==> src/rtl/opb_regbank_pkg.sv <==
// rtl/opb_regbank_pkg.sv - shared types and helpers for the OPB register bank
package opb_regbank_pkg;

  typedef enum logic [1:0] {
    ST_IDLE,
    ST_ACK,
    ST_DONE
  } state_t;

  // Commit request bit in the CTRL word, in OPB (MSB = 0) numbering.
  localparam int CTRL_COMMIT_BIT = 31;

  // Replace each byte lane of old_val whose enable is set; be[k] covers bits [8k+7:8k].
  function automatic logic [31:0] byte_merge(input logic [31:0] old_val,
                                             input logic [31:0] new_val,
                                             input logic [3:0]  be);
    logic [31:0] r;
    r = old_val;
    for (int k = 0; k < 4; k++) begin
      if (be[k]) r[8*k +: 8] = new_val[8*k +: 8];
    end
    return r;
  endfunction

  // OPB bit 0 is the MSB; renumber so that bit 0 becomes bit 31.
  function automatic logic [31:0] be_to_le32(input logic [0:31] v);
    logic [31:0] r;
    for (int i = 0; i < 32; i++) r[31-i] = v[i];
    return r;
  endfunction

  // Byte-enable renumbering: OPB BE[0] (MSB lane) becomes bit 3.
  function automatic logic [3:0] be_to_le4(input logic [0:3] v);
    logic [3:0] r;
    for (int i = 0; i < 4; i++) r[3-i] = v[i];
    return r;
  endfunction

endpackage

==> src/rtl/opb_regbank_decode.sv <==
// rtl/opb_regbank_decode.sv - address window hit and word index decode
module opb_regbank_decode #(
  parameter int                      C_OPB_AWIDTH = 32,
  parameter logic [C_OPB_AWIDTH-1:0] C_BASEADDR   = 32'h01000300,
  parameter logic [C_OPB_AWIDTH-1:0] C_HIGHADDR   = 32'h010003FF,
  parameter int                      IDX_W        = 6
) (
  input  logic [0:C_OPB_AWIDTH-1] abus,
  input  logic                    select,
  output logic                    hit,
  output logic [IDX_W-1:0]        idx
);

  logic [C_OPB_AWIDTH-1:0] addr;
  logic [C_OPB_AWIDTH-1:0] offset;
  logic                    unused_offset_bits;

  // Plain assignment keeps the numeric value; OPB bit 0 lands on the MSB.
  assign addr   = abus;
  assign offset = addr - C_BASEADDR;
  assign hit    = select && (addr >= C_BASEADDR) && (addr <= C_HIGHADDR);
  // Byte offset within a word is ignored; the window is word addressed.
  assign idx    = offset[IDX_W+1:2];

  assign unused_offset_bits = ^{offset[1:0], offset[C_OPB_AWIDTH-1:IDX_W+2]};

endmodule

==> src/rtl/opb_register_bank_ppc2simulink.sv <==
// rtl/opb_register_bank_ppc2simulink.sv - OPB slave register bank with optional shadowed commit
module opb_register_bank_ppc2simulink
  import opb_regbank_pkg::*;
#(
  parameter logic [31:0] C_BASEADDR    = 32'h01000300,
  parameter logic [31:0] C_HIGHADDR    = 32'h010003FF,
  parameter int          C_OPB_AWIDTH  = 32,
  parameter int          C_OPB_DWIDTH  = 32,
  parameter int          C_NUM_REGS    = 4,
  parameter int          C_COMMIT_MODE = 0,
  parameter logic [31:0] C_RESET_VAL   = 32'h0,
  parameter string       C_FAMILY      = "virtex5"
) (
  input  logic                      OPB_Clk,
  input  logic                      OPB_Rst,
  input  logic [0:C_OPB_AWIDTH-1]   OPB_ABus,
  input  logic [0:3]                OPB_BE,
  input  logic [0:C_OPB_DWIDTH-1]   OPB_DBus,
  input  logic                      OPB_RNW,
  input  logic                      OPB_select,
  input  logic                      OPB_seqAddr,
  output logic [0:C_OPB_DWIDTH-1]   Sl_DBus,
  output logic                      Sl_xferAck,
  output logic                      Sl_errAck,
  output logic                      Sl_retry,
  output logic                      Sl_toutSup,
  output logic [32*C_NUM_REGS-1:0]  user_data_out,
  output logic [C_NUM_REGS-1:0]     user_update
);

  localparam int             WIN_WORDS = int'((C_HIGHADDR - C_BASEADDR) >> 2) + 1;
  localparam int             IDX_W     = $clog2(WIN_WORDS);
  localparam logic [IDX_W-1:0] CTRL_IDX = IDX_W'(C_NUM_REGS);
  localparam bit             SHADOWED  = (C_COMMIT_MODE == 1);

  state_t           state;
  logic             hit;
  logic [IDX_W-1:0] dec_idx;
  logic [IDX_W-1:0] idx_q;
  logic             rnw_q;
  logic [31:0]      rd_val;
  logic [31:0]      sl_dbus_q;
  logic             xfer_ack_q;
  logic [31:0]      active_q [C_NUM_REGS];
  logic [31:0]      shadow_q [C_NUM_REGS];
  logic             pending_q;
  logic [31:0]      wr_data;
  logic [3:0]       wr_be;
  logic             wr_cycle;
  logic             commit_req;
  logic             unused_ok;

  opb_regbank_decode #(
    .C_OPB_AWIDTH (C_OPB_AWIDTH),
    .C_BASEADDR   (C_OPB_AWIDTH'(C_BASEADDR)),
    .C_HIGHADDR   (C_OPB_AWIDTH'(C_HIGHADDR)),
    .IDX_W        (IDX_W)
  ) u_decode (
    .abus   (OPB_ABus),
    .select (OPB_select),
    .hit    (hit),
    .idx    (dec_idx)
  );

  assign wr_data    = be_to_le32(OPB_DBus);
  assign wr_be      = be_to_le4(OPB_BE);
  assign wr_cycle   = (state == ST_ACK) && !rnw_q;
  assign commit_req = SHADOWED && wr_cycle && (idx_q == CTRL_IDX) &&
                      OPB_DBus[CTRL_COMMIT_BIT] && OPB_BE[CTRL_COMMIT_BIT/8];

  // Readback value for the currently decoded index, captured when the transfer starts.
  always_comb begin
    rd_val = '0;
    for (int i = 0; i < C_NUM_REGS; i++) begin
      if (dec_idx == IDX_W'(i)) rd_val = SHADOWED ? shadow_q[i] : active_q[i];
    end
    if (SHADOWED && (dec_idx == CTRL_IDX)) rd_val[31-CTRL_COMMIT_BIT] = pending_q;
  end

  // Slave FSM: one-cycle ack after select, then a dead cycle while the master drops select.
  always_ff @(posedge OPB_Clk) begin
    if (OPB_Rst) begin
      state      <= ST_IDLE;
      xfer_ack_q <= 1'b0;
      sl_dbus_q  <= '0;
      idx_q      <= '0;
      rnw_q      <= 1'b0;
    end else begin
      case (state)
        ST_IDLE: begin
          if (hit) begin
            state      <= ST_ACK;
            xfer_ack_q <= 1'b1;
            idx_q      <= dec_idx;
            rnw_q      <= OPB_RNW;
            sl_dbus_q  <= OPB_RNW ? rd_val : 32'h0;
          end
        end
        ST_ACK: begin
          state      <= ST_DONE;
          xfer_ack_q <= 1'b0;
          sl_dbus_q  <= '0;
        end
        ST_DONE: state <= ST_IDLE;
        default: begin
          state      <= ST_IDLE;
          xfer_ack_q <= 1'b0;
          sl_dbus_q  <= '0;
        end
      endcase
    end
  end

  // Register array: writes land on the ack edge; update strobes follow for one cycle.
  always_ff @(posedge OPB_Clk) begin
    if (OPB_Rst) begin
      for (int i = 0; i < C_NUM_REGS; i++) begin
        active_q[i] <= C_RESET_VAL;
        shadow_q[i] <= C_RESET_VAL;
      end
      pending_q   <= 1'b0;
      user_update <= '0;
    end else begin
      user_update <= '0;
      if (wr_cycle && (wr_be != 4'b0000)) begin
        for (int i = 0; i < C_NUM_REGS; i++) begin
          if (idx_q == IDX_W'(i)) begin
            if (SHADOWED) begin
              shadow_q[i] <= byte_merge(shadow_q[i], wr_data, wr_be);
              pending_q   <= 1'b1;
            end else begin
              active_q[i]    <= byte_merge(active_q[i], wr_data, wr_be);
              user_update[i] <= 1'b1;
            end
          end
        end
      end
      if (commit_req) begin
        for (int i = 0; i < C_NUM_REGS; i++) active_q[i] <= shadow_q[i];
        pending_q   <= 1'b0;
        user_update <= '1;
      end
    end
  end

  genvar g;
  generate
    for (g = 0; g < C_NUM_REGS; g++) begin : g_flat
      assign user_data_out[32*g +: 32] = active_q[g];
    end
  endgenerate

  assign Sl_DBus    = sl_dbus_q;
  assign Sl_xferAck = xfer_ack_q;
  assign Sl_errAck  = 1'b0;
  assign Sl_retry   = 1'b0;
  assign Sl_toutSup = 1'b0;
  assign unused_ok  = OPB_seqAddr;

endmodule

==> config.mk <==
export PLATFORM = sky130hd
export DESIGN_NAME = opb_register_bank_ppc2simulink
export DESIGN_NICKNAME = d
export VERILOG_FILES = /design/src/rtl/opb_regbank_pkg.sv /design/src/rtl/opb_regbank_decode.sv /design/src/rtl/opb_register_bank_ppc2simulink.sv
export SDC_FILE = /design/constraint.sdc
export NUM_CORES = 1
export LEC_CHECK = 0
export ABC_AREA = 1
export BUFFER_PORTS_ARGS = -buffer_cell sky130_fd_sc_hd__buf_4
export CAP_MARGIN = 20
export CORE_MARGIN = 5
export CORE_UTILIZATION = 25
export DETAILED_ROUTE_END_ITERATION = 7
export GPL_TIMING_DRIVEN = 0
export SYNTH_ARGS = -nofsm -noshare
export SYNTH_HDL_FRONTEND = slang
export SYNTH_SLANG_ARGS = --single-unit
==> constraint.sdc <==
create_clock -name OPB_Clk -period 4.8 [get_ports OPB_Clk]
set_input_delay 0.24 -clock OPB_Clk [delete_from_list [all_inputs] [get_ports OPB_Clk]]
set_output_delay 0.24 -clock OPB_Clk [all_outputs]
set_load 0.005 [all_outputs]
After elaboration in Yosys (flattened, before gate mapping)

Memories as Yosys holds them, arrays and structs flattened.
Index checks and enable logic that the tools add are counted.

Mux-type cells: 97
Reduce and logical (&&, ||, !) cells: 12
Add/subtract/negate cells: 1
Eq/ne operators: 9
Magnitude comparators: 2
Bitwise logic cells: 6

Operator list:

| cell                                                                | number |
|---|---|
| 2-to-1 mux 8 bit                                                    | 64 |
| 2-to-1 mux 32 bit                                                   | 10 |
| case mux 32 bit (2 select lines)                                    | 1 |
| greater-or-equal comparator 32 x 25 -> 1 bit, second input constant | 1 |
| <= comparator 32 x 25 -> 1 bit, second input constant               | 1 |
| == test 6 x 2 -> 1 bit, second input constant                       | 4 |
| 2-to-1 mux 1 bit                                                    | 19 |
| == test 6 x 1 -> 1 bit, second input constant                       | 2 |
| logical NOT 6 bit                                                   | 2 |
| subtractor 8 x 1 -> 8 bit, second input constant                    | 1 |
| logical AND 1 bit                                                   | 4 |
| bitwise OR 1 bit                                                    | 4 |
| case mux 2 bit (2 select lines)                                     | 1 |
| AND reduction 2 bit                                                 | 2 |
| nonzero test 4 bit                                                  | 1 |
| == test 2 x 1 -> 1 bit, second input constant                       | 1 |
| == test 2 bit, second input constant                                | 1 |
| logical NOT 2 bit                                                   | 1 |
| 2-to-1 mux 2 bit                                                    | 1 |
| inequality test 2 bit, second input constant                        | 1 |
| NOT 1 bit                                                           | 2 |
| case mux 1 bit (2 select lines)                                     | 1 |
| OR reduction 2 bit                                                  | 1 |
| logical NOT 1 bit                                                   | 1 |

Word-level logic and storage cells: 134
Input port bits: 73
Output and inout bits: 168
Memories: 1
Flip-flop bits (word level): 46
Memory bits (writable): 128

Memory list:

| memory   | words | width | read ports | clocked after memory_dff | wr ports | line                                 | source |
|---|---|---|---|---|---|---|---|
| active_q | 4     | 32    | 4          | 0                        | 4        | opb_register_bank_ppc2simulink.sv:44 | `logic [31:0] active_q [C_NUM_REGS];` |

Depth between registers and ports, before layout

Gate-level depths: netlist (run 1).

Depth in word-level cells: 9
Depth in mapped cells: 11
Depth with buffers taken out: 10

Cells and area by module

A second synthesis (run 1) with hierarchy kept.

Cells, all modules: 857
Area total of the unflattened synthesis: 7913.8 sq um

Modules (own cells, without submodules):

| module                         | sequential area each (sq um) | cells each | instances | area an instance (sq um) |
|---|---|---|---|---|
| opb_register_bank_ppc2simulink | 4764.6                       | 822        | 1         | 7751.2 |
| opb_regbank_decode             | 0.0                          | 35         | 1         | 162.7 |

Worst setup path before layout (run 1)

Ideal clock, no wire load.

Path kind: register to register
Start point: register idx_q[5]
End point: memory active_q[2][0] (enable)
Setup time: 0.374 ns
Clock period less this slack: 1.861 ns
Arrival: 1.487 ns
Cell stages (with the launch flop): 6
Path slack: 2.939 ns
Required time: 4.426 ns
Path buffers: 0
Cell sequence: dfxtp_1 -> nor2_2 -> inv_1 -> nor3_1 -> nand3_4 -> o21ai_1

RTL lines:

| what                   | line                                 | source |
|---|---|---|
| from (decl)            | opb_register_bank_ppc2simulink.sv:39 | `logic [IDX_W-1:0] idx_q;` |
| from (signal assigned) | opb_register_bank_ppc2simulink.sv:94 | `idx_q <= dec_idx;` |
| to (decl)              | opb_register_bank_ppc2simulink.sv:44 |  |

==> results of run 1 <==
-- metal layers --
metal / vias to the layer above / GRT usage [%] / part of all wire (%)
met2: 287 / 29.4 / 48
met5: - / 0 / 0
met4: 0 / 6.80 / 3.5
li1: 3271 / - / -
met1: 3267 / 20.0 / 39
met3: 55 / 6.55 / 10
-- tightest hold or removal path: stages --
cell and delay (ns):
buf_4 0.12, nand3_1 0.07, a21oi_1 0.06
-- cell usage after synthesis --
| library cell | n |
|---|---|
| nand2_1 | 143 |
| nor2_1 | 141 |
| edfxtp_1 | 128 |
| nand3_1 | 76 |
| inv_1 | 62 |
| dfxtp_1 | 46 |
| a21oi_1 | 40 |
| nor2_2 | 32 |
| or2_0 | 29 |
| buf_2 | 20 |
| o21ai_1 | 20 |
| nand3b_1 | 18 |
| or2_1 | 18 |
| clkbuf_1 | 16 |
| o21ai_0 | 16 |
| inv_2 | 12 |
| buf_4 | 6 |
| buf_6 | 5 |
| nor3_1 | 4 |
| nand4_1 | 3 |
| nand3_4 | 2 |
| nand4_4 | 2 |
| buf_1 | 1 |
| conb_1 | 1 |
| nand2_2 | 1 |
| nor2_4 | 1 |
| nor2_8 | 1 |
| nor3_2 | 1 |
-- flip-flops by register name, indices dropped and copies added, names as in the netlist --
name	count
active_q	128
Sl_DBus	32
idx_q	6
user_update	4
state	2
Sl_xferAck	1
rnw_q	1
-- through the flow --
| step | std cells | cell area, µm² |
|---|---|---|
| 2_1_floorplan | 847 | 7940 |
| 3_3_place_gp | 1482 | 10200 |
| 3_5_place_dp | 1482 | 10200 |
| 4_1_cts | 1514 | 10700 |
| 5_1_grt | 1514 | 10700 |
| 6_report | 1514 | 10700 |
-- layout make-up --
class | instances | share of cell area, %
plain buffers | 48 | 2.47
repair buffers | 233 | 16.3
clock inverters | 14 | 1.01
flip-flops and latches | 174 | 44.4
multi-input cells | 551 | 24.5
inverters | 74 | 2.59
well taps | 402 | 4.69
clock buffers | 18 | 4.00
-- report_power, final --
part / switching (mW) / internal, mW / total (mW)
Clock: 0.647 / 0.675 / 1.32
Combinational: 0.143 / 0.102 / 0.245
Sequential: 0.0247 / 1.65 / 1.67
Total: 0.815 / 2.42 / 3.24
-- worst paths after layout --
path,to,slack [ns],cells after the start
min reg2reg,idx_q[2]$_SDFFE_PP0P_,0.46,2
max,active_q[2][31]$_SDFFCE_PN0P_,2.30,5
max reg2reg,active_q[2][31]$_SDFFCE_PN0P_,2.30,5
min,rnw_q$_SDFFE_PP0P_,0.11,3
-- cell families after synthesis --
logic type             after synthesis  synth area share (%)
AND/OR/NAND/NOR                    472                  28.2
flip-flops                         174                  60.1
buffers and inverters              122                  6.85
AO/OA/AOI/OAI                       76                  4.80
other                                1                0.0473
-- cells in the final DEF, fill, tap and decap left out, drive strengths merged --
master  count
buf       265
nor2      175
nand2     144
edfxtp    128
inv        80
nand3      78
or2        47
dfxtp      46
a21oi      40
o21ai      36
clkbuf     34
nand3b     18
clkinv      8
nor3        5
nand4       5
conb        3
==> metrics.txt, run 1 <==
# TYPE chip_impl_metric gauge
chip_impl_info{name="status",value="completed"} 1
chip_impl_metric{name="grt-ovfl-total",unit=""} 0
chip_impl_info{name="crit_type",value="reg -> reg"} 1
chip_impl_metric{name="footprint_of_the_multi_input_gates",unit="µm²"} 2630
chip_impl_metric{name="post_cts.resized_instances",unit=""} 0
chip_impl_metric{name="drc",unit=""} 0
chip_impl_metric{name="seq_area_frac_synth",unit="%"} 60.1
chip_impl_metric{name="fp.dieArea",unit="µm²"} 35400
chip_impl_metric{name="routed_wire_length_per_instance",unit="µm"} 21.0
chip_impl_metric{name="design.core.area",unit="µm²"} 31500
chip_impl_metric{name="final.setup.worst_slack",unit="ns"} 2.30
chip_impl_metric{name="worstMarginPinSlew",unit="ns"} 1.04
chip_impl_metric{name="finalHoldWorstSlack",unit="ns"} 0.107
chip_impl_metric{name="number_of_antenna_violations_at_the_first_check_in_global_routing",unit=""} 0
chip_impl_metric{name="final_core_utilization",unit="%"} 34.1
chip_impl_metric{name="slew_margin_rel",unit="%"} 30.2
chip_impl_metric{name="via_count_of_the_first_global_routing_pass",unit=""} 7089
chip_impl_metric{name="cts-root-to-sink-buffers",unit=""} 2
chip_impl_metric{name="postRouteAntennaNets",unit=""} 0
chip_impl_metric{name="drt_wl_total",unit="mm"} 31.7
chip_impl_metric{name="max_cap_violations",unit=""} 0
chip_impl_metric{name="post_drt_via_cell_ratio",unit=""} 4.54
chip_impl_metric{name="detailedPlace.worstSlack",unit="ns"} 2.30
chip_impl_metric{name="initial_core_util",unit="%"} 25.2
chip_impl_metric{name="final.min_clock_period",unit="ns"} 2.50
chip_impl_metric{name="power_density",unit="nW/µm²"} 302
chip_impl_metric{name="peak_freq",unit="MHz"} 400
chip_impl_metric{name="cp.arrival",unit="ns"} 2.55
chip_impl_info{name="cts_tree",value="yes"} 1
chip_impl_metric{name="critical_path_required",unit="ns"} 4.84
chip_impl_metric{name="post_synth_inst_count",unit=""} 845
chip_impl_metric{name="crit_fanout",unit=""} 10
chip_impl_info{name="timing.critical_path.to_type",value="register"} 1
chip_impl_info{name="cp_top_family",value="compound AO/OA/AOI/OAI gates"} 1
chip_impl_metric{name="clk-insertion-delay-late",unit="ns"} 0.43
chip_impl_info{name="critical_path.startpoint",value="idx_q[5]$_SDFFE_PP0P_"} 1
chip_impl_info{name="synth_largest_area_cell",value="edfxtp_1"} 1
chip_impl_metric{name="buffer_ports.inserted",unit=""} 233
chip_impl_metric{name="power_leakage",unit="nW"} 4.64
chip_impl_metric{name="timing.final.hold_violations",unit=""} 0
chip_impl_metric{name="seq_area",unit="µm²"} 4760
chip_impl_info{name="timing.critical_path.cells",value="nor2_2 > inv_1 > nor3_1 > nand3_4 > o21ai_1"} 1
chip_impl_metric{name="fin_total_pwr",unit="mW"} 3.24
chip_impl_metric{name="fraction_of_final_layout_cells_with_drive_strength_greater_than_1",unit="%"} 31.2
chip_impl_metric{name="worst_setup_hold_path_clk_slew",unit="ns"} 0.07
chip_impl_metric{name="drv_slew",unit=""} 0
chip_impl_metric{name="path_buf_inv",unit=""} 1
chip_impl_metric{name="skew",unit="ns"} 0.0104
chip_impl_metric{name="ctsHoldBuffers",unit=""} 0
chip_impl_metric{name="layout-area-overhead-vs-synth",unit="%"} 35.3
chip_impl_info{name="post_synth_main_area_contributors",value="edfxtp_1 (48%), dfxtp_1 (12%), nand2_1 (6.8%)"} 1
chip_impl_metric{name="grt_pass1_wl",unit="mm"} 44.9
chip_impl_info{name="crit-reg2reg-launch",value="idx_q[5]$_SDFFE_PP0P_"} 1
chip_impl_metric{name="floorplan.die.height",unit="µm"} 188
chip_impl_info{name="hold_start",value="OPB_RNW"} 1
chip_impl_info{name="rsz0062_at_grt",value="no"} 1
chip_impl_metric{name="drt-pass1-iter-count",unit=""} 5
chip_impl_metric{name="synthDistinctLibCells",unit=""} 28
chip_impl_metric{name="fin_crit_sh",unit="%"} 52.1
chip_impl_metric{name="globalplace.congestion",unit=""} 0.794
chip_impl_metric{name="nNetsFinal",unit=""} 1172
chip_impl_metric{name="die_width",unit="µm"} 188
chip_impl_metric{name="placement_rows",unit=""} 65
chip_impl_metric{name="top_level_ports",unit=""} 241
chip_impl_metric{name="synthesis.yosys.warnings",unit=""} 0
chip_impl_metric{name="setup_viol",unit=""} 0
chip_impl_metric{name="dp_hpwl",unit="mm"} 23.8
chip_impl_metric{name="post_synth_instance_area",unit="µm²"} 7930
chip_impl_metric{name="crit_path_max_incr_delay",unit="ns"} 0.86
chip_impl_metric{name="layout.filler_cells",unit=""} 3239
chip_impl_metric{name="clock_sinks",unit=""} 174
chip_impl_info{name="min-delay-path-class",value="in -> reg"} 1
chip_impl_metric{name="maximum_number_of_pins_on_one_net_before_global_route_repair",unit=""} 17
chip_impl_metric{name="power.ir.vdd_worst",unit="µV"} 242
chip_impl_info{name="crit_slowest_cell",value="o21ai_1"} 1
chip_impl_metric{name="yosys_register_bits",unit=""} 174
chip_impl_metric{name="post-cts-setup-buffers",unit=""} 0
chip_impl_metric{name="route.vias.total",unit=""} 6880
chip_impl_metric{name="accumulated_negative_setup_slack",unit="ns"} 0
chip_impl_info{name="cts-root-buf",value="clkbuf_16"} 1
chip_impl_metric{name="postSynthAreaPerCell",unit="µm²"} 9.39
chip_impl_info{name="cp_startpoint_kind",value="register"} 1
chip_impl_metric{name="global_route.usage.total",unit="%"} 17.4
chip_impl_metric{name="dr.first_iter.drc_count",unit=""} 521
chip_impl_metric{name="cts_made_buffers",unit=""} 17
chip_impl_metric{name="antenna_cells",unit=""} 0
chip_impl_metric{name="htree_num_levels",unit=""} 4
chip_impl_metric{name="synth.top_cell.area_share",unit="%"} 48.5
(Power assumes the default switching activity.)
==> run 2: changes to the inputs <==
==> constraint.sdc (replaced) <==
create_clock -name OPB_Clk -period 2.53 [get_ports OPB_Clk]
set_input_delay 0.1265 -clock OPB_Clk [delete_from_list [all_inputs] [get_ports OPB_Clk]]
set_output_delay 0.1265 -clock OPB_Clk [all_outputs]
set_load 0.005 [all_outputs]
==> metrics.txt, run 2 (synthesis results as in run 1) <==
# TYPE chip_impl_metric gauge
chip_impl_metric{name="skew",unit="ns"} 0.0123
chip_impl_metric{name="layout.filler_cells",unit=""} 3243
chip_impl_metric{name="power.ir.vdd_worst",unit="µV"} 456
chip_impl_metric{name="timing.final.hold_violations",unit=""} 0
chip_impl_metric{name="worst_setup_hold_path_clk_slew",unit="ns"} 0.07
chip_impl_metric{name="final.setup.worst_slack",unit="ns"} 0.0958
chip_impl_metric{name="postRouteAntennaNets",unit=""} 0
chip_impl_metric{name="drv_slew",unit=""} 0
chip_impl_metric{name="power_density",unit="nW/µm²"} 570
chip_impl_metric{name="nNetsFinal",unit=""} 1174
chip_impl_metric{name="via_count_of_the_first_global_routing_pass",unit=""} 7097
chip_impl_metric{name="routed_wire_length_per_instance",unit="µm"} 21.0
chip_impl_info{name="status",value="completed"} 1
chip_impl_metric{name="drc",unit=""} 0
chip_impl_metric{name="fp.dieArea",unit="µm²"} 35400
chip_impl_info{name="worst_r2r_endpoint",value="active_q[3][20]$_SDFFCE_PN0P_"} 1
chip_impl_metric{name="grt_pass1_wl",unit="mm"} 45.0
chip_impl_metric{name="post_drt_via_cell_ratio",unit=""} 4.59
chip_impl_metric{name="initial_core_util",unit="%"} 25.2
chip_impl_info{name="timing.critical_path.to_type",value="register"} 1
chip_impl_info{name="min-delay-path-class",value="in -> reg"} 1
chip_impl_metric{name="fin_area",unit="µm²"} 10800
chip_impl_metric{name="clock_sinks",unit=""} 174
chip_impl_metric{name="accumulated_negative_setup_slack",unit="ns"} 0
chip_impl_metric{name="worst_case_reg_to_reg_path_depth",unit=""} 5
chip_impl_metric{name="power_leakage",unit="nW"} 4.65
chip_impl_info{name="crit_end",value="active_q[3][20]$_SDFFCE_PN0P_"} 1
chip_impl_metric{name="critical_path_required",unit="ns"} 2.58
chip_impl_metric{name="placedInstanceArea",unit="µm²"} 10200
chip_impl_metric{name="design.core.area",unit="µm²"} 31500
chip_impl_metric{name="worstMarginPinSlew",unit="ns"} 1.01
chip_impl_info{name="largest-register",value="active_q"} 1
chip_impl_metric{name="die_width",unit="µm"} 188
chip_impl_metric{name="clk-insertion-delay-late",unit="ns"} 0.43
chip_impl_metric{name="route.vias.total",unit=""} 6951
chip_impl_metric{name="antenna_cells",unit=""} 0
chip_impl_metric{name="dp_hpwl",unit="mm"} 23.8
chip_impl_metric{name="placement_rows",unit=""} 65
chip_impl_metric{name="post-cts-setup-buffers",unit=""} 0
chip_impl_metric{name="cts_made_buffers",unit=""} 17
chip_impl_metric{name="crit_fanout",unit=""} 10
chip_impl_metric{name="cts-root-to-sink-buffers",unit=""} 2
chip_impl_metric{name="fin_crit_sh",unit="%"} 96.2
chip_impl_metric{name="final_core_utilization",unit="%"} 34.2
chip_impl_metric{name="detailedPlace.worstSlack",unit="ns"} 0.0341
chip_impl_metric{name="top_level_ports",unit=""} 241
chip_impl_metric{name="number_of_antenna_violations_at_the_first_check_in_global_routing",unit=""} 0
chip_impl_metric{name="cp.arrival",unit="ns"} 2.49
chip_impl_info{name="rsz0062_at_grt",value="yes"} 1
chip_impl_metric{name="layout-area-overhead-vs-synth",unit="%"} 35.8
chip_impl_metric{name="fraction_of_final_layout_cells_with_drive_strength_greater_than_1",unit="%"} 31.6
chip_impl_metric{name="final.min_clock_period",unit="ns"} 2.43
chip_impl_info{name="crit_type",value="reg -> reg"} 1
chip_impl_metric{name="drt-pass1-iter-count",unit=""} 5
chip_impl_info{name="most-common-layout-cells",value="buf_4 (239), nand2_1 (143), nor2_1 (141)"} 1
chip_impl_metric{name="reg2reg_slack",unit="ns"} 0.1
chip_impl_metric{name="max_cap_violations",unit=""} 0
chip_impl_metric{name="slew_margin_rel",unit="%"} 32.0
chip_impl_metric{name="grt-ovfl-total",unit=""} 0
chip_impl_info{name="most_common_cell_after_layout_fill_and_taps_aside",value="buf_4"} 1
chip_impl_metric{name="fin_total_pwr",unit="mW"} 6.14
chip_impl_metric{name="global_route.usage.total",unit="%"} 17.4
chip_impl_info{name="crit-reg2reg-launch",value="idx_q[5]$_SDFFE_PP0P_"} 1
chip_impl_metric{name="buffer_ports.inserted",unit=""} 233
chip_impl_metric{name="floorplan.die.height",unit="µm"} 188
chip_impl_metric{name="setup_viol",unit=""} 0
chip_impl_metric{name="globalplace.congestion",unit=""} 0.794
chip_impl_metric{name="drt_wl_total",unit="mm"} 31.8
chip_impl_metric{name="peak_freq",unit="MHz"} 411
chip_impl_metric{name="htree_num_levels",unit=""} 4
chip_impl_info{name="critical_path.startpoint",value="idx_q[5]$_SDFFE_PP0P_"} 1
chip_impl_info{name="cts_tree",value="yes"} 1
chip_impl_info{name="cts-root-buf",value="clkbuf_16"} 1
chip_impl_info{name="cp_startpoint_kind",value="register"} 1
chip_impl_metric{name="maximum_number_of_pins_on_one_net_before_global_route_repair",unit=""} 17
chip_impl_metric{name="dr.first_iter.drc_count",unit=""} 517
chip_impl_metric{name="largest_reg_flops",unit=""} 128
==> run 2: what timing repair did <==
action                     CTS  global route
setup endpoints to repair    0            56
hold endpoints to repair     2             0
gates resized for setup      0             5
hold buffers                 2             0
==> run 2: critical path: stages, from the launching register on <==
cell     delay (ns)
dfxtp_1        0.32
nor2_2         0.25
inv_1          0.11
nor3_1         0.32
nand3_4        0.25
o21ai_1        0.81
==> run 2: where the power goes <==
| part | switching (mW) | internal, mW |
|---|---|---|
| Combinational | 0.274 | 0.197 |
| Sequential | 0.0468 | 3.12 |
| Clock | 1.22 | 1.28 |
==> run 2: layout make-up <==
type,instances,area (µm²),area share [%]
multi-input cells,551,2650,24.6
repair buffers,235,1770,16.4
plain buffers,48,265,2.46
clock buffers,18,429,3.99
inverters,74,278,2.58
clock inverters,14,109,1.01
well taps,402,503,4.67
flip-flops and latches,174,4760,44.2
==> run 2: worst min path at each step <==
stage	start	endpoint	slack [ns]	cells after the start
global placement	OPB_ABus[27]	idx_q[2]$_SDFFE_PP0P_	0.42	3
floorplan	OPB_RNW	rnw_q$_SDFFE_PP0P_	0.29	2
detailed placement	OPB_RNW	rnw_q$_SDFFE_PP0P_	0.43	3
CTS	OPB_Rst	Sl_DBus[19]$_SDFFE_PP0P_	0.0003	2
global route	OPB_Rst	Sl_DBus[19]$_SDFFE_PP0P_	0.01	2
finish	OPB_ABus[24]	idx_q[5]$_SDFFE_PP0P_	0.02	3
==> run 2: through the flow <==
stage                     hold WS (ns)  cells
after global routing            0.0138   1516
final                           0.0181   1516
after floorplan                  0.287    847
after CTS                     0.000285   1516
after detailed placement         0.427   1482
after global placement           0.423   1482
==> run 2: metal layers <==
layer	wire length (µm)	share of wire, %	global-route usage (%)	vias up
li1	-	-	-	3272
met1	12500	39	20.0	3302
met2	15100	48	29.5	317
met3	3070	9.7	6.55	60
met4	1100	3.5	6.80	0
met5	0	0	0	-
